==> config.mk <==
export PLATFORM = sky130hd
export DESIGN_NAME = fft_reorder_reader
export DESIGN_NICKNAME = d
export VERILOG_FILES = /design/src/rtl/fft_mem_pkg.sv /design/src/rtl/fft_skid_fifo2.sv /design/src/rtl/fft_reorder_reader.sv
export SDC_FILE = /design/constraint.sdc
export NUM_CORES = 1
export LEC_CHECK = 0
export BUFFER_PORTS_ARGS = -buffer_cell sky130_fd_sc_hd__buf_2
export CAP_MARGIN = 20
export CORE_AREA = 2 2 64 96
export CTS_BUF_LIST = sky130_fd_sc_hd__clkbuf_4 sky130_fd_sc_hd__clkbuf_8
export DETAILED_ROUTE_END_ITERATION = 10
export DIE_AREA = 0 0 66 98
export GPL_TIMING_DRIVEN = 0
export PLACE_DENSITY = 0.57
export SETUP_SLACK_MARGIN = 0.5
export SLEW_MARGIN = 20
export SYNTH_ARGS = -nofsm -noshare
export SYNTH_HDL_FRONTEND = slang
export SYNTH_SLANG_ARGS = --single-unit
==> constraint.sdc <==
create_clock -name clk -period 3.3 [get_ports clk]
set_input_delay 0.33 -clock clk [delete_from_list [all_inputs] [get_ports clk]]
set_output_delay 0.33 -clock clk [all_outputs]
set_load 0.005 [all_outputs]
==> src/rtl/fft_mem_pkg.sv <==
// Shared types and helpers for the FFT sample-RAM read side.
// Latency: n/a (types, constants and a pure function only).
// Backpressure: n/a.
package fft_mem_pkg;

    // Depth of the output skid FIFO; the issue rule keeps at most this many beats in flight.
    localparam int FIFO_DEPTH = 2;

    typedef enum logic [1:0] {
        IDLE  = 2'd0,
        READ  = 2'd1,
        DRAIN = 2'd2,
        DONE  = 2'd3
    } state_t;

    // Reverse the low w bits of v (w <= 32); bits above w come back as zero.
    function automatic logic [31:0] bitrev(input logic [31:0] v, input int unsigned w);
        logic [31:0] r;
        r = '0;
        for (int i = 0; i < 32; i++) begin
            r[i] = v[31 - i];
        end
        return r >> (32 - w);
    endfunction

endpackage

==> src/rtl/fft_skid_fifo2.sv <==
// Two-entry FIFO that decouples RAM read data from the downstream handshake.
// Latency: a push is visible at dout the cycle after it is written; push and pop may share a cycle.
// Backpressure: none of its own; the caller only pushes when a slot is free (push when full is dropped).
module fft_skid_fifo2
    import fft_mem_pkg::*;
#(
    parameter int W = 11
) (
    input  logic         clk,
    input  logic         rstn,
    input  logic         push,
    input  logic [W-1:0] din,
    input  logic         pop,
    output logic [W-1:0] dout,
    output logic [1:0]   cnt
);

    logic [W-1:0] mem_q [2];
    logic [W-1:0] mem_d [2];
    logic         wr_ptr_q, wr_ptr_d;
    logic         rd_ptr_q, rd_ptr_d;
    logic [1:0]   cnt_q, cnt_d;
    logic         do_push;
    logic         do_pop;

    // Next-state for storage, pointers and occupancy; pop on empty is ignored.
    always_comb begin
        mem_d    = mem_q;
        wr_ptr_d = wr_ptr_q;
        rd_ptr_d = rd_ptr_q;
        cnt_d    = cnt_q;
        do_pop   = pop && (cnt_q != 2'd0);
        do_push  = push && ((cnt_q != 2'(FIFO_DEPTH)) || do_pop);
        if (do_push) begin
            mem_d[wr_ptr_q] = din;
            wr_ptr_d        = ~wr_ptr_q;
        end
        if (do_pop) begin
            rd_ptr_d = ~rd_ptr_q;
        end
        case ({do_push, do_pop})
            2'b10:   cnt_d = cnt_q + 2'd1;
            2'b01:   cnt_d = cnt_q - 2'd1;
            default: cnt_d = cnt_q;
        endcase
    end

    // State registers; reset clears storage so the head reads as zero.
    always_ff @(posedge clk) begin
        if (!rstn) begin
            mem_q[0] <= '0;
            mem_q[1] <= '0;
            wr_ptr_q <= 1'b0;
            rd_ptr_q <= 1'b0;
            cnt_q    <= 2'd0;
        end else begin
            mem_q    <= mem_d;
            wr_ptr_q <= wr_ptr_d;
            rd_ptr_q <= rd_ptr_d;
            cnt_q    <= cnt_d;
        end
    end

    assign dout = mem_q[rd_ptr_q];
    assign cnt  = cnt_q;

endmodule

==> src/rtl/fft_reorder_reader.sv <==
// Reads one N-point frame from the sample RAM (bit-reversed order with FFT_REORDER_BITREV_EN, else natural) and streams it out.
// Latency: first o_valid 2 cycles after start; 1 beat/cycle while o_ready is held high.
// Backpressure: reads are only issued when the 2-entry FIFO can absorb them, so o_ready=0 stalls with no loss.
module fft_reorder_reader
    import fft_mem_pkg::*;
#(
    parameter int D_WIDTH = 10,
    parameter int A_WIDTH = 9
) (
    input  logic               clk,
    input  logic               rstn,
    input  logic               start,
    output logic [A_WIDTH-1:0] raddr,
    input  logic [D_WIDTH-1:0] rdata,
    output logic               o_valid,
    input  logic               o_ready,
    output logic [D_WIDTH-1:0] o_data,
    output logic               o_last,
    output logic               busy,
    output logic               done
);

    typedef struct packed {
        logic               last;
        logic [D_WIDTH-1:0] data;
    } beat_t;

    localparam logic [A_WIDTH-1:0] CNT_MAX = '1;

    state_t             state_q, state_d;
    logic [A_WIDTH-1:0] cnt_q, cnt_d;
    logic               rd_pending_q, rd_pending_d;
    logic               last_pend_q, last_pend_d;
    logic [1:0]         fifo_cnt;
    logic [2:0]         occ;
    logic               pop;
    logic               issue;
    beat_t              push_beat;
    beat_t              head_beat;

    assign o_valid   = (fifo_cnt != 2'd0);
    assign pop       = o_valid && o_ready;
    assign push_beat = '{last: last_pend_q, data: rdata};

    // Issue a read only if the FIFO plus the read in flight, after this cycle's pop, leaves room for it.
    always_comb begin
        occ   = 3'(fifo_cnt) + 3'(rd_pending_q) - 3'(pop);
        issue = (state_q == READ) && (occ <= 3'd1);
    end

    // FSM next state plus counter / pending-read bookkeeping; start only matters in IDLE.
    always_comb begin
        state_d      = state_q;
        cnt_d        = cnt_q;
        rd_pending_d = issue;
        last_pend_d  = issue && (cnt_q == CNT_MAX);
        if (issue) begin
            cnt_d = cnt_q + 1'b1;
        end
        case (state_q)
            IDLE:    if (start) state_d = READ;
            READ:    if (issue && (cnt_q == CNT_MAX)) state_d = DRAIN;
            DRAIN:   if (pop && o_last) state_d = DONE;
            DONE:    state_d = IDLE;
            default: state_d = IDLE;
        endcase
    end

    // Read address follows the counter, so it only moves when a read is issued.
    always_comb begin
`ifdef FFT_REORDER_BITREV_EN
        raddr = A_WIDTH'(bitrev(32'(cnt_q), A_WIDTH));
`else
        raddr = cnt_q;
`endif
    end

    // Control registers; a reset mid-frame abandons the frame and any read in flight.
    always_ff @(posedge clk) begin
        if (!rstn) begin
            state_q      <= IDLE;
            cnt_q        <= '0;
            rd_pending_q <= 1'b0;
            last_pend_q  <= 1'b0;
        end else begin
            state_q      <= state_d;
            cnt_q        <= cnt_d;
            rd_pending_q <= rd_pending_d;
            last_pend_q  <= last_pend_d;
        end
    end

    fft_skid_fifo2 #(
        .W (D_WIDTH + 1)
    ) u_fifo (
        .clk  (clk),
        .rstn (rstn),
        .push (rd_pending_q),
        .din  (push_beat),
        .pop  (pop),
        .dout (head_beat),
        .cnt  (fifo_cnt)
    );

    assign o_data = head_beat.data;
    assign o_last = o_valid && head_beat.last;
    assign busy   = (state_q != IDLE);
    assign done   = (state_q == DONE);

endmodule

==> run metrics <==
outcome finished, final reports clean; cell taking the most area after synthesis sky130_fd_sc_hd__dfxtp_1; clock tree from TritonCTS done; Max-slew headroom 59.1%; worst-case setup margin in the final layout 0.735 ns; Cell Count Post-Placement 294; grt total ovfl 0; cell at the slowest stage of the critical path sky130_fd_sc_hd__fa_2; clock period minus worst slack 2.56 ns; Post-Route Skew 0.00563 ns; slack of the worst reg-to-reg path 0.74 ns; cell occurring most often along the worst timing path sky130_fd_sc_hd__inv_1; hold buffers post-CTS 0; Worst path max stage delay 0.55 ns; Port Buffers 36; worst-case hold path end point u_fifo.mem_q[7]; final number of hold-violating endpoints 0; synthesized area per cell 10.3 sq um; Async SR Flop Fraction 0%; number of flops mapped to enable cells by yosys 0; area of the core ~0.0057 sq mm; unrepaired setup endpoints after global routing no; fill cell count 589; reg-to-reg critical path endpoint raddr[7]; gr usage total 12.3%; Worst EP arrival between 2 and 3 ns; leakage power figure 1.10 nW; Bufs on Longest Clock Path 2; register bit count reported by yosys 39; count of max-cap constraint violations 0; total number of vias 1374; ANT cells 0; Wirelength per Cell 12.7 um; startpoint types flip-flop; Worst VDD drop 0.000339 V; filler-free cell count of the finished design about 300; worst path required time 3.49 ns; startpoint-to-endpoint class of the critical path reg -> reg; clock latency reported for the late side of the worst-skew pair just under 0.3 ns; overall die area approximately 0.0065 sq mm; Die Width 66 um; clk sink count 39; cell depth of the worst min-delay path 3; post-placement worst setup slack 0.394 ns; number of global-route vias before repair 1394; kind of capture point of the worst setup path flip-flop; first-pass GRT wire length 6.21 mm; sequential share of the synthesized area 40.9%; total length of routed wires 3.85 mm; DP HPWL 2.67 mm; post-synthesis mux area share 19.0%; Final setup violation count 0; average via count per standard cell 4.53; power after layout around 0.0015 W; setup TNS 0 ns; share of the synthesized area in compound gates (AO/OA/AOI/OAI) 4.07%; Register-to-Register Path Depth 11; largest net degree at the start of global routing 13; clock slew seen by the registers of the worst setup and hold paths 0.08 ns; critical-path cell list o21ai_2, inv_1, ha_1, inv_1, ha_1, inv_1, fa_2, nand2_2, nor4_2, xor2_1, and2_1; max-slew violations 0; xor and xnor fraction of the mapped netlist area 5.45%; H-tree depth 2; final core utilization a little over two fifths; Warnings, synthesis 0; dominant register cell in the synthesized netlist sky130_fd_sc_hd__dfxtp_1; final-stage net count around 260; height of the die 98 um; count of mapped cells out of synthesis 186; starting utilization of the core area ~33%; launch point of the worst hold path rdata[7]; number of antenna violations at the first check in global routing 0; CP Max Fanout 9; remaining antenna violation count 0; Yosys top cell area share 40.9%; # DRC 0; adder and majority cell fraction of the synthesized area 7.61%; timing startpoint of the critical path u_fifo.cnt[1]; list of most frequent post-synthesis cells sky130_fd_sc_hd__dfxtp_1, sky130_fd_sc_hd__mux2i_1, sky130_fd_sc_hd__nor2b_1; Hold Crit Class in -> reg; Post-Synth Simple-Gate Area between 10% and 20%; buffer type at the clock tree root sky130_fd_sc_hd__clkbuf_8; main combinational cell family by area after synthesis simple AND/OR/NAND/NOR gates; achievable frequency 390 MHz; nets in the synthesized netlist 211; area delta synth->final 24.8%; share of layout cells above drive strength 1 29.4%; number of DRC markers in iteration 0 38; final period utilization 77.7%; Post-CTS Setup Inserts 0; total power per unit cell area around 640 mW/mm^2; largest cells by area after synthesis sky130_fd_sc_hd__dfxtp_1, sky130_fd_sc_hd__mux2i_1, sky130_fd_sc_hd__nor2b_1; number of iterations in the first detailed-routing pass 3; area of combinational cells with multiple inputs 0.00112 sq mm; FF+latch area 782 sq um; distinct cell type count after synthesis 32; Final GP Congestion 0.754; most instantiated library cell after synthesis sky130_fd_sc_hd__dfxtp_1; count of pins on the block boundary 37; number of buffers created by CTS 5; synthesized area 0.00191 sq mm; Placement Rows 34; worst r2r src u_fifo.cnt[1]; Least-Margin Pin Slew about 0.6 ns
[power by group]
| group | total (W) | switching [W] | leakage [nW] | internal [W] |
|---|---|---|---|---|
| registers | 0.000584 | 0.0000550 | 0.316 | 0.000529 |
| clock network | 0.000480 | 0.000169 | 0.0688 | 0.000311 |
| logic | 0.000469 | 0.000249 | 0.715 | 0.000220 |
| total | 0.00153 | 0.000473 | 1.10 | 0.00106 |
[cells by family after synthesis]
group	count (synthesis)
simple gates	62
flops	39
mux	35
buf+inv	15
compound gates	13
xor+xnor	11
fa+ha+maj	11
[through the flow]
stage | cell area [sq um] | hold slack [ns]
floorplan | 1910 | 0.471
finish | 2380 | 0.312
global placement | 2180 | 0.492
global route | 2380 | 0.323
detailed placement | 2180 | 0.498
CTS | 2310 | 0.307
[critical path: cells and delay by family, from the launching register on]
family	cells	cell delay, ns
and+or+nand+nor	3	0.60
xor gates and xnor gates	1	0.10
DFF	1	0.41
AOI/OAI and AO/OA	1	0.22
adders and majority gates	3	0.94
buffers and inverters	3	0.19
[worst max-delay path by stage]
| stage | to | slack [ns] | cells past startpoint |
|---|---|---|---|
| after floorplan | raddr[5] | 0.79 | 11 |
| after global placement | raddr[5] | 0.35 | 11 |
| after detailed placement | raddr[0] | 0.39 | 11 |
| after CTS | raddr[5] | 0.50 | 11 |
| after global routing | raddr[6] | 0.50 | 11 |
| final | raddr[7] | 0.74 | 11 |
[metal layers]
metal | up-vias | track usage (%) | share of wire, %
met3 | 6 | 3.92 | 5.3
met2 | 33 | 21.8 | 50
li1 | 711 | - | -
met4 | 0 | 3.77 | 1.4
met5 | - | 0 | 0
met1 | 624 | 13.6 | 43
[sequential cells by signal, summed over array words and instances, names as in the netlist]
name / cells
last_pend_q: 1
raddr: 9
rd_pending_q: 1
state_q: 2
u_fifo.cnt: 2
u_fifo.mem_q: 22
u_fifo.rd_ptr_q: 1
u_fifo.wr_ptr_q: 1
[placed cells by master, fill, tap and decap left out, types with 2 or more instances in the layout]
master,synthesis,layout
sky130_fd_sc_hd__a21boi_0,3,3
sky130_fd_sc_hd__and2_1,11,11
sky130_fd_sc_hd__buf_2,0,36
sky130_fd_sc_hd__buf_6,2,2
sky130_fd_sc_hd__bufinv_16,0,2
sky130_fd_sc_hd__clkbuf_1,4,4
sky130_fd_sc_hd__clkbuf_8,0,5
sky130_fd_sc_hd__dfxtp_1,39,38
sky130_fd_sc_hd__ha_1,10,10
sky130_fd_sc_hd__inv_1,8,8
sky130_fd_sc_hd__mux2_2,10,10
sky130_fd_sc_hd__mux2i_1,25,25
sky130_fd_sc_hd__nand2_1,10,9
sky130_fd_sc_hd__nand3_1,4,4
sky130_fd_sc_hd__nor2b_1,22,22
sky130_fd_sc_hd__nor3_1,2,2
sky130_fd_sc_hd__nor3b_2,2,3
sky130_fd_sc_hd__o21ai_0,6,5
sky130_fd_sc_hd__xnor2_1,3,3
sky130_fd_sc_hd__xor2_1,7,7
[repair_timing]
item                                    CTS  global route
hold endpoints to repair                  0             0
endpoints found under the setup margin   12            13
resized for setup                         1            10
gates cloned                              0             1
[area by class of cell]
cell class | count | area share [%]
multi-input cells | 133 | 47.1
plain buffers | 7 | 1.74
well taps | 72 | 3.79
repair buffers | 36 | 7.57
inverters | 8 | 1.26
clock inverters | 2 | 2.52
flip-flops and latches | 39 | 32.9
clock buffers | 6 | 3.21
Power figures use the tool's default switching activity.
